**src/rtl/tg_packet_sink_pkg.sv**
```systemverilog
// Shared flit layout for the DART traffic generator and packet sink.
`default_nettype none

package tg_packet_sink_pkg;

  localparam int TS_WIDTH     = 10;
  localparam int FLIT_WIDTH   = 36;
  localparam int FLIT_VALID   = 35;
  localparam int FLIT_HEAD    = 34;
  localparam int FLIT_TAIL    = 33;
  localparam int FLIT_TS_HI   = 32;
  localparam int FLIT_TS_LO   = 23;
  localparam int FLIT_MEASURE = 22;
  localparam int FLIT_DEST_HI = 21;
  localparam int FLIT_DEST_LO = 14;

  typedef enum logic [0:0] {
    ST_IDLE = 1'b0,
    ST_RECV = 1'b1
  } sink_state_e;

  function automatic logic [7:0] sat_inc8(input logic [7:0] v);
    return (v == 8'hFF) ? v : v + 8'd1;
  endfunction

endpackage

`default_nettype wire

```
**src/rtl/sat_counter.sv**
```systemverilog
// Saturating accumulator: adds inc_i when en_i is high, holds at all-ones.
`default_nettype none

module sat_counter #(
  parameter int WIDTH     = 16,
  parameter int INC_WIDTH = 1
) (
  input  logic                 clk_i,
  input  logic                 rst_ni,
  input  logic                 en_i,
  input  logic [INC_WIDTH-1:0] inc_i,
  output logic [WIDTH-1:0]     cnt_o
);

  localparam int SUM_WIDTH = WIDTH + 1;

  logic [WIDTH-1:0]     cnt_q, cnt_d;
  logic [SUM_WIDTH-1:0] sum_w;

  always_comb begin
    sum_w = {1'b0, cnt_q} + SUM_WIDTH'(inc_i);
    cnt_d = cnt_q;
    if (en_i) begin
      cnt_d = sum_w[WIDTH] ? '1 : sum_w[WIDTH-1:0];
    end
  end

  always_ff @(posedge clk_i or negedge rst_ni) begin
    if (!rst_ni) begin
      cnt_q <= '0;
    end else begin
      cnt_q <= cnt_d;
    end
  end

  assign cnt_o = cnt_q;

endmodule

`default_nettype wire

```
**src/rtl/tg_packet_sink.sv**
```systemverilog
// Ejection-side packet sink: reassembles flits into packets, checks them
// against the node configuration and keeps saturating latency statistics.
`default_nettype none

module tg_packet_sink #(
  parameter int TS_WIDTH  = tg_packet_sink_pkg::TS_WIDTH,
  parameter int CNT_WIDTH = 16,
  parameter int LAT_WIDTH = 24
) (
  input  logic                 clock,
  input  logic                 reset,
  input  logic                 enable,
  input  logic [TS_WIDTH-1:0]  sim_time,
  input  logic [35:0]          flit_in,
  output logic                 in_ready,
  input  logic [15:0]          config_in,
  input  logic                 config_in_valid,
  output logic [15:0]          config_out,
  output logic                 config_out_valid,
  output logic [CNT_WIDTH-1:0] pkts_received,
  output logic [CNT_WIDTH-1:0] pkts_measured,
  output logic [LAT_WIDTH-1:0] latency_sum,
  output logic [TS_WIDTH-1:0]  latency_max,
  output logic                 err_dest,
  output logic                 err_len,
  output logic                 err_proto
);

  import tg_packet_sink_pkg::*;

  sink_state_e         state_q, state_d;
  logic [TS_WIDTH-1:0] ts_q, ts_d;
  logic                meas_q, meas_d;
  logic [7:0]          dest_q, dest_d;
  logic [7:0]          cnt_q, cnt_d;
  logic [7:0]          cfg_addr_q, cfg_len_q;
  logic [15:0]         cfg_out_q;
  logic                cfg_out_valid_q;
  logic                err_dest_q, err_len_q, err_proto_q;
  logic [TS_WIDTH-1:0] lat_max_q;

  logic                accept_w, head_w, tail_w, flit_meas_w;
  logic [TS_WIDTH-1:0] flit_ts_w;
  logic [7:0]          flit_dest_w;
  logic                fin_w, proto_w, fin_meas_w;
  logic [TS_WIDTH-1:0] fin_ts_w, lat_w;
  logic [7:0]          fin_dest_w, fin_cnt_w;
  logic                meas_done_w, dest_bad_w, len_bad_w;
  logic                unused_payload;

  assign in_ready    = enable;
  assign accept_w    = enable & flit_in[FLIT_VALID];
  assign head_w      = flit_in[FLIT_HEAD];
  assign tail_w      = flit_in[FLIT_TAIL];
  assign flit_ts_w   = TS_WIDTH'(flit_in[FLIT_TS_HI:FLIT_TS_LO]);
  assign flit_meas_w = flit_in[FLIT_MEASURE];
  assign flit_dest_w = flit_in[FLIT_DEST_HI:FLIT_DEST_LO];
  assign unused_payload = ^flit_in[13:0];

  // A head always (re)starts a packet; in RECV it also flags the dropped partial.
  always_comb begin
    state_d    = state_q;
    ts_d       = ts_q;
    meas_d     = meas_q;
    dest_d     = dest_q;
    cnt_d      = cnt_q;
    fin_w      = 1'b0;
    proto_w    = 1'b0;
    fin_ts_w   = ts_q;
    fin_meas_w = meas_q;
    fin_dest_w = dest_q;
    fin_cnt_w  = sat_inc8(cnt_q);
    if (accept_w) begin
      if (head_w) begin
        proto_w = (state_q == ST_RECV);
        ts_d    = flit_ts_w;
        meas_d  = flit_meas_w;
        dest_d  = flit_dest_w;
        cnt_d   = 8'd1;
        if (tail_w) begin
          fin_w      = 1'b1;
          fin_ts_w   = flit_ts_w;
          fin_meas_w = flit_meas_w;
          fin_dest_w = flit_dest_w;
          fin_cnt_w  = 8'd1;
          state_d    = ST_IDLE;
        end else begin
          state_d = ST_RECV;
        end
      end else if (state_q == ST_IDLE) begin
        proto_w = 1'b1;
      end else begin
        cnt_d = sat_inc8(cnt_q);
        if (tail_w) begin
          fin_w   = 1'b1;
          state_d = ST_IDLE;
        end
      end
    end
  end

  assign lat_w       = sim_time - fin_ts_w;
  assign meas_done_w = fin_w & fin_meas_w;
  assign dest_bad_w  = fin_w & (fin_dest_w != cfg_addr_q);
  assign len_bad_w   = fin_w & (cfg_len_q != 8'd0) & (fin_cnt_w != cfg_len_q);

  always_ff @(posedge clock or negedge reset) begin
    if (!reset) begin
      state_q         <= ST_IDLE;
      ts_q            <= '0;
      meas_q          <= 1'b0;
      dest_q          <= '0;
      cnt_q           <= '0;
      cfg_addr_q      <= '0;
      cfg_len_q       <= '0;
      cfg_out_q       <= '0;
      cfg_out_valid_q <= 1'b0;
      err_dest_q      <= 1'b0;
      err_len_q       <= 1'b0;
      err_proto_q     <= 1'b0;
      lat_max_q       <= '0;
    end else begin
      state_q         <= state_d;
      ts_q            <= ts_d;
      meas_q          <= meas_d;
      dest_q          <= dest_d;
      cnt_q           <= cnt_d;
      cfg_out_valid_q <= config_in_valid;
      if (config_in_valid) begin
        cfg_out_q  <= {cfg_addr_q, cfg_len_q};
        cfg_addr_q <= config_in[15:8];
        cfg_len_q  <= config_in[7:0];
      end
      if (dest_bad_w) err_dest_q  <= 1'b1;
      if (len_bad_w)  err_len_q   <= 1'b1;
      if (proto_w)    err_proto_q <= 1'b1;
      if (meas_done_w && (lat_w > lat_max_q)) lat_max_q <= lat_w;
    end
  end

  sat_counter #(.WIDTH(CNT_WIDTH), .INC_WIDTH(1)) u_cnt_received (
    .clk_i  (clock),
    .rst_ni (reset),
    .en_i   (fin_w),
    .inc_i  (1'b1),
    .cnt_o  (pkts_received)
  );

  sat_counter #(.WIDTH(CNT_WIDTH), .INC_WIDTH(1)) u_cnt_measured (
    .clk_i  (clock),
    .rst_ni (reset),
    .en_i   (meas_done_w),
    .inc_i  (1'b1),
    .cnt_o  (pkts_measured)
  );

  sat_counter #(.WIDTH(LAT_WIDTH), .INC_WIDTH(TS_WIDTH)) u_cnt_latency (
    .clk_i  (clock),
    .rst_ni (reset),
    .en_i   (meas_done_w),
    .inc_i  (lat_w),
    .cnt_o  (latency_sum)
  );

  assign config_out       = cfg_out_q;
  assign config_out_valid = cfg_out_valid_q;
  assign latency_max      = lat_max_q;
  assign err_dest         = err_dest_q;
  assign err_len          = err_len_q;
  assign err_proto        = err_proto_q;

endmodule

`default_nettype wire

```
**config.mk**
```make
export PLATFORM = sky130hd
export DESIGN_NAME = tg_packet_sink
export DESIGN_NICKNAME = d
export VERILOG_FILES = /design/src/rtl/tg_packet_sink_pkg.sv /design/src/rtl/sat_counter.sv /design/src/rtl/tg_packet_sink.sv
export SDC_FILE = /design/constraint.sdc
export NUM_CORES = 1
export LEC_CHECK = 0
export BUFFER_PORTS_ARGS = -buffer_cell sky130_fd_sc_hd__buf_4
export CORE_ASPECT_RATIO = 0.8
export CORE_MARGIN = 2
export CORE_UTILIZATION = 25
export DETAILED_ROUTE_END_ITERATION = 8
export GPL_TIMING_DRIVEN = 0
export PLACE_DENSITY = 0.44
export SYNTH_ARGS = -nofsm -noshare
export SYNTH_HDL_FRONTEND = slang
export SYNTH_HIERARCHICAL = 1
export SYNTH_SLANG_ARGS = --single-unit
```
**constraint.sdc**
```tcl
create_clock -name clock -period 4.6 [get_ports clock]
set_input_delay 0.46 -clock clock [delete_from_list [all_inputs] [get_ports clock]]
set_output_delay 0.46 -clock clock [all_outputs]
set_load 0.005 [all_outputs]
```
==> metrics <==
layout cells sized above 1=30.8%; GP Congestion=roughly 0.76; P_leak=about 4.3 nW; core area=29,500 sq um; Final Hold Fails=1; Placed Cells incl. Taps=about 1,300; fraction of registers with async set/reset=between 90% and 100%; fmax=238 MHz; WP data required=around 5 ns; nets=roughly 1,000; Fin Hold WS=-0.00675 ns; clk_lat worst skew=approximately 0.43 ns; Hold WC Path Type=input pin to async pin; grt total ovfl=0; Crit Path Class=input pin to flop; initial drt markers=roughly 250; Routed Antenna Nets=0; synth top area cells=dfrtp_1, mux2_2, ha_1; Overall Power=5.01 mW; Max Root-Sink Buffers=2; cell area after layout=between 9000 and 10,000 sq um; Multi-input gate area=just over 4000 sq um; IO buf count=around 140; violated checks=hold timing; Remaining DRCs=0; synthesized flop and latch total=130; sequential-to-total area share from yosys stat=a little over two fifths; Worst VDD drop=roughly 240 uV; die height=roughly 160 microns; via-per-instance ratio=4.58; crit-path max FO=26; I/O pins=~150; Final Non-Filler Cells=1,293; Final Skew=between 0.01 and 0.015 ns; worst setup path start=flit_in[34]; router iterations before antenna repair=4; largest net degree at the start of global routing=75; Area Growth Syn to Fin=29.2%; setup ws final=about 0.4 ns; initial antenna violation count=0; Worst-Margin Slew=between 1 and 1.5 ns; total number of vias=approximately 6,000; Layout fillers=about 3,000; Final Cycle Share=a little over 90%; R2R Setup Slk=0.76 ns; DIE AREA=between 30,000 and 40,000 sq um; critical path endpoint category=flop; Yosys top cell area share=a little over two fifths; half-perimeter wire length after placement=roughly 15,000 microns; Fin Setup TNS=0 ns; H-tree depth=4; CTS tree=yes; Sink Count=between 100 and 150; first-pass GRT wire length=between 30,000 and 40,000 microns; status=finished, violations left; unrepaired setup endpoints after global routing=no; final core occ=about a third; DIE WIDTH=~200 microns; Final Setup Violations=0; syn avg cell area=~11 sq um; Post-Synthesis Cell Area=7550 sq um; Netlist cell types=69; antenna cells=0; DP Area=~9100 sq um; top cell type by total area after synthesis=dfrtp_1; clock-pin slew on the worst setup and hold paths=0.06 ns; Post-Route WL=between 20,000 and 25,000 microns; GRT Util Overall=between 10% and 20%; initial cell density of the core=between 20% and 30%; Max-Slew Margin vs Limit=18.8%; RR Startpoint=ts_q[0]$_DFFE_PN0P_; register area=between 3000 and 4000 sq um; MaxCap Viol Count=0; Worst Path Arrival=4.51 ns; startpoint types=input pin; Slew Viols, Final=0; CTS root buffer=clkbuf_16; post-placement setup slack=-0.690 ns; ys flop type=dfrtp_1; Syn Inst Count=714; Yosys warning total=6; power per cell area=about 500 nW/um^2; row cnt=56; DR WL/cell=15.8 microns; CTS buffer count=17; Post-synth EDFFs=0; Final min period=around 4.2 ns; number of global-route vias before repair=roughly 5,800
==> layout make-up <==
class                   count  area share [%]
multi-input cells         537            41.4
flip-flops and latches    130            33.3
repair buffers            140            11.0
well taps                 406            5.21
clock buffers              22            4.76
plain buffers              22            1.63
clock inverters            10            1.60
inverters                  26            1.00
==> placed cells by master (no fill, tap or decap), types with 19 or more instances in the layout <==
cell type / count
inv_1: 26
mux2i_1: 23
nor3_1: 20
o21ai_0: 24
nand2_1: 57
mux2_2: 62
buf_4: 140
nor2_1: 41
a21oi_1: 34
xnor2_1: 36
dfrtp_1: 130
nand3_1: 31
ha_1: 35
a31oi_1: 19
==> where the power goes <==
group          switching [mW]  leakage, nW  internal, mW  total (mW)
Sequential              0.209         1.62          1.34        1.55
Combinational            1.03         2.42         0.957        1.99
Clock                   0.541        0.304         0.934        1.47
Total                    1.78         4.34          3.23        5.01
==> routing by layer <==
metal | GRT usage [%] | routed length, microns | part of all wire, %
met5 | 0 | 0 | 0
met1 | 19.2 | 10300 | 51
met2 | 18.6 | 8470 | 42
met3 | 4.62 | 1380 | 6.8
met4 | 3.76 | 189 | 0.93
==> logic make-up after synthesis <==
kind of cell / synth area share [%]
AND/OR/NAND/NOR: 16.2
AO/OA/AOI/OAI: 12.1
flip-flops: 43.1
multiplexers: 13.2
buffers and inverters: 3.61
XOR/XNOR: 5.45
adder cells (fa/ha/maj): 6.33
other: 0.0497
==> cells in the mapped netlist, drive strengths merged, types with 2 or more instances <==
master,n
o21ai,25
nand2b,6
buf,15
clkbuf,9
a21boi,3
nor4,16
o22a,2
and4,3
a22oi,2
o21bai,2
and3,12
nor3,20
mux2,68
nand4,17
or2,4
a21oi,36
inv,26
mux2i,23
nor2b,7
a31o,3
o211ai,2
a211oi,5
xnor2,36
a41o,2
o311ai,2
o31ai,3
nor2,41
fa,2
o21a,4
xor2,11
a21o,5
dfrtp,130
a41oi,8
ha,35
nand2,59
and2,3
a31oi,19
nand3,35
==> state kept, by name, summed over array words and instances, names as in the netlist, 8 cells and up <==
signal / flops
u_cnt_latency/cnt_o: 24
config_out: 16
u_cnt_measured/cnt_o: 16
u_cnt_received/cnt_o: 16
latency_max: 10
ts_q: 10
cfg_addr_q: 8
cfg_len_q: 8
cnt_q: 8
dest_q: 8
==> critical path: stages <==
cell	delay (ns)
buf_6	0.12
and4_4	0.23
buf_6	0.28
nand2_1	0.09
nand2_1	0.08
ha_1	0.15
inv_1	0.05
fa_1	0.39
a21o_1	0.19
a211oi_1	0.30
nor2_1	0.09
nor2_1	0.11
xnor2_1	0.19
ha_1	0.36
buf_6	0.14
nand4_1	0.13
a211oi_2	0.29
a2111oi_4	0.07
buf_4	0.17
nor4_1	0.26
mux2_1	0.36
==> path summary, 6_finish.rpt <==
path / cells past startpoint / endpoint
min: 1 / u_cnt_latency/cnt_o[6]$_DFFE_PN0P_
min in group clock: 1 / config_out_valid$_DFF_PN0_
max reg2reg: 18 / u_cnt_latency/cnt_o[23]$_DFFE_PN0P_
max in group asynchronous: 2 / config_out[11]$_DFFE_PN0P_
min reg2reg: 1 / err_dest$_DFFE_PN0P_
max: 21 / u_cnt_latency/cnt_o[23]$_DFFE_PN0P_
==> timing repair <==
item | in CTS | in global routing
gates resized for setup | 1 | 1
setup buffers | 2 | 0
setup endpoints to repair | 16 | 14
pin swaps | 1 | 0
hold buffers | 0 | 0
Power figures use the tool's default switching activity.
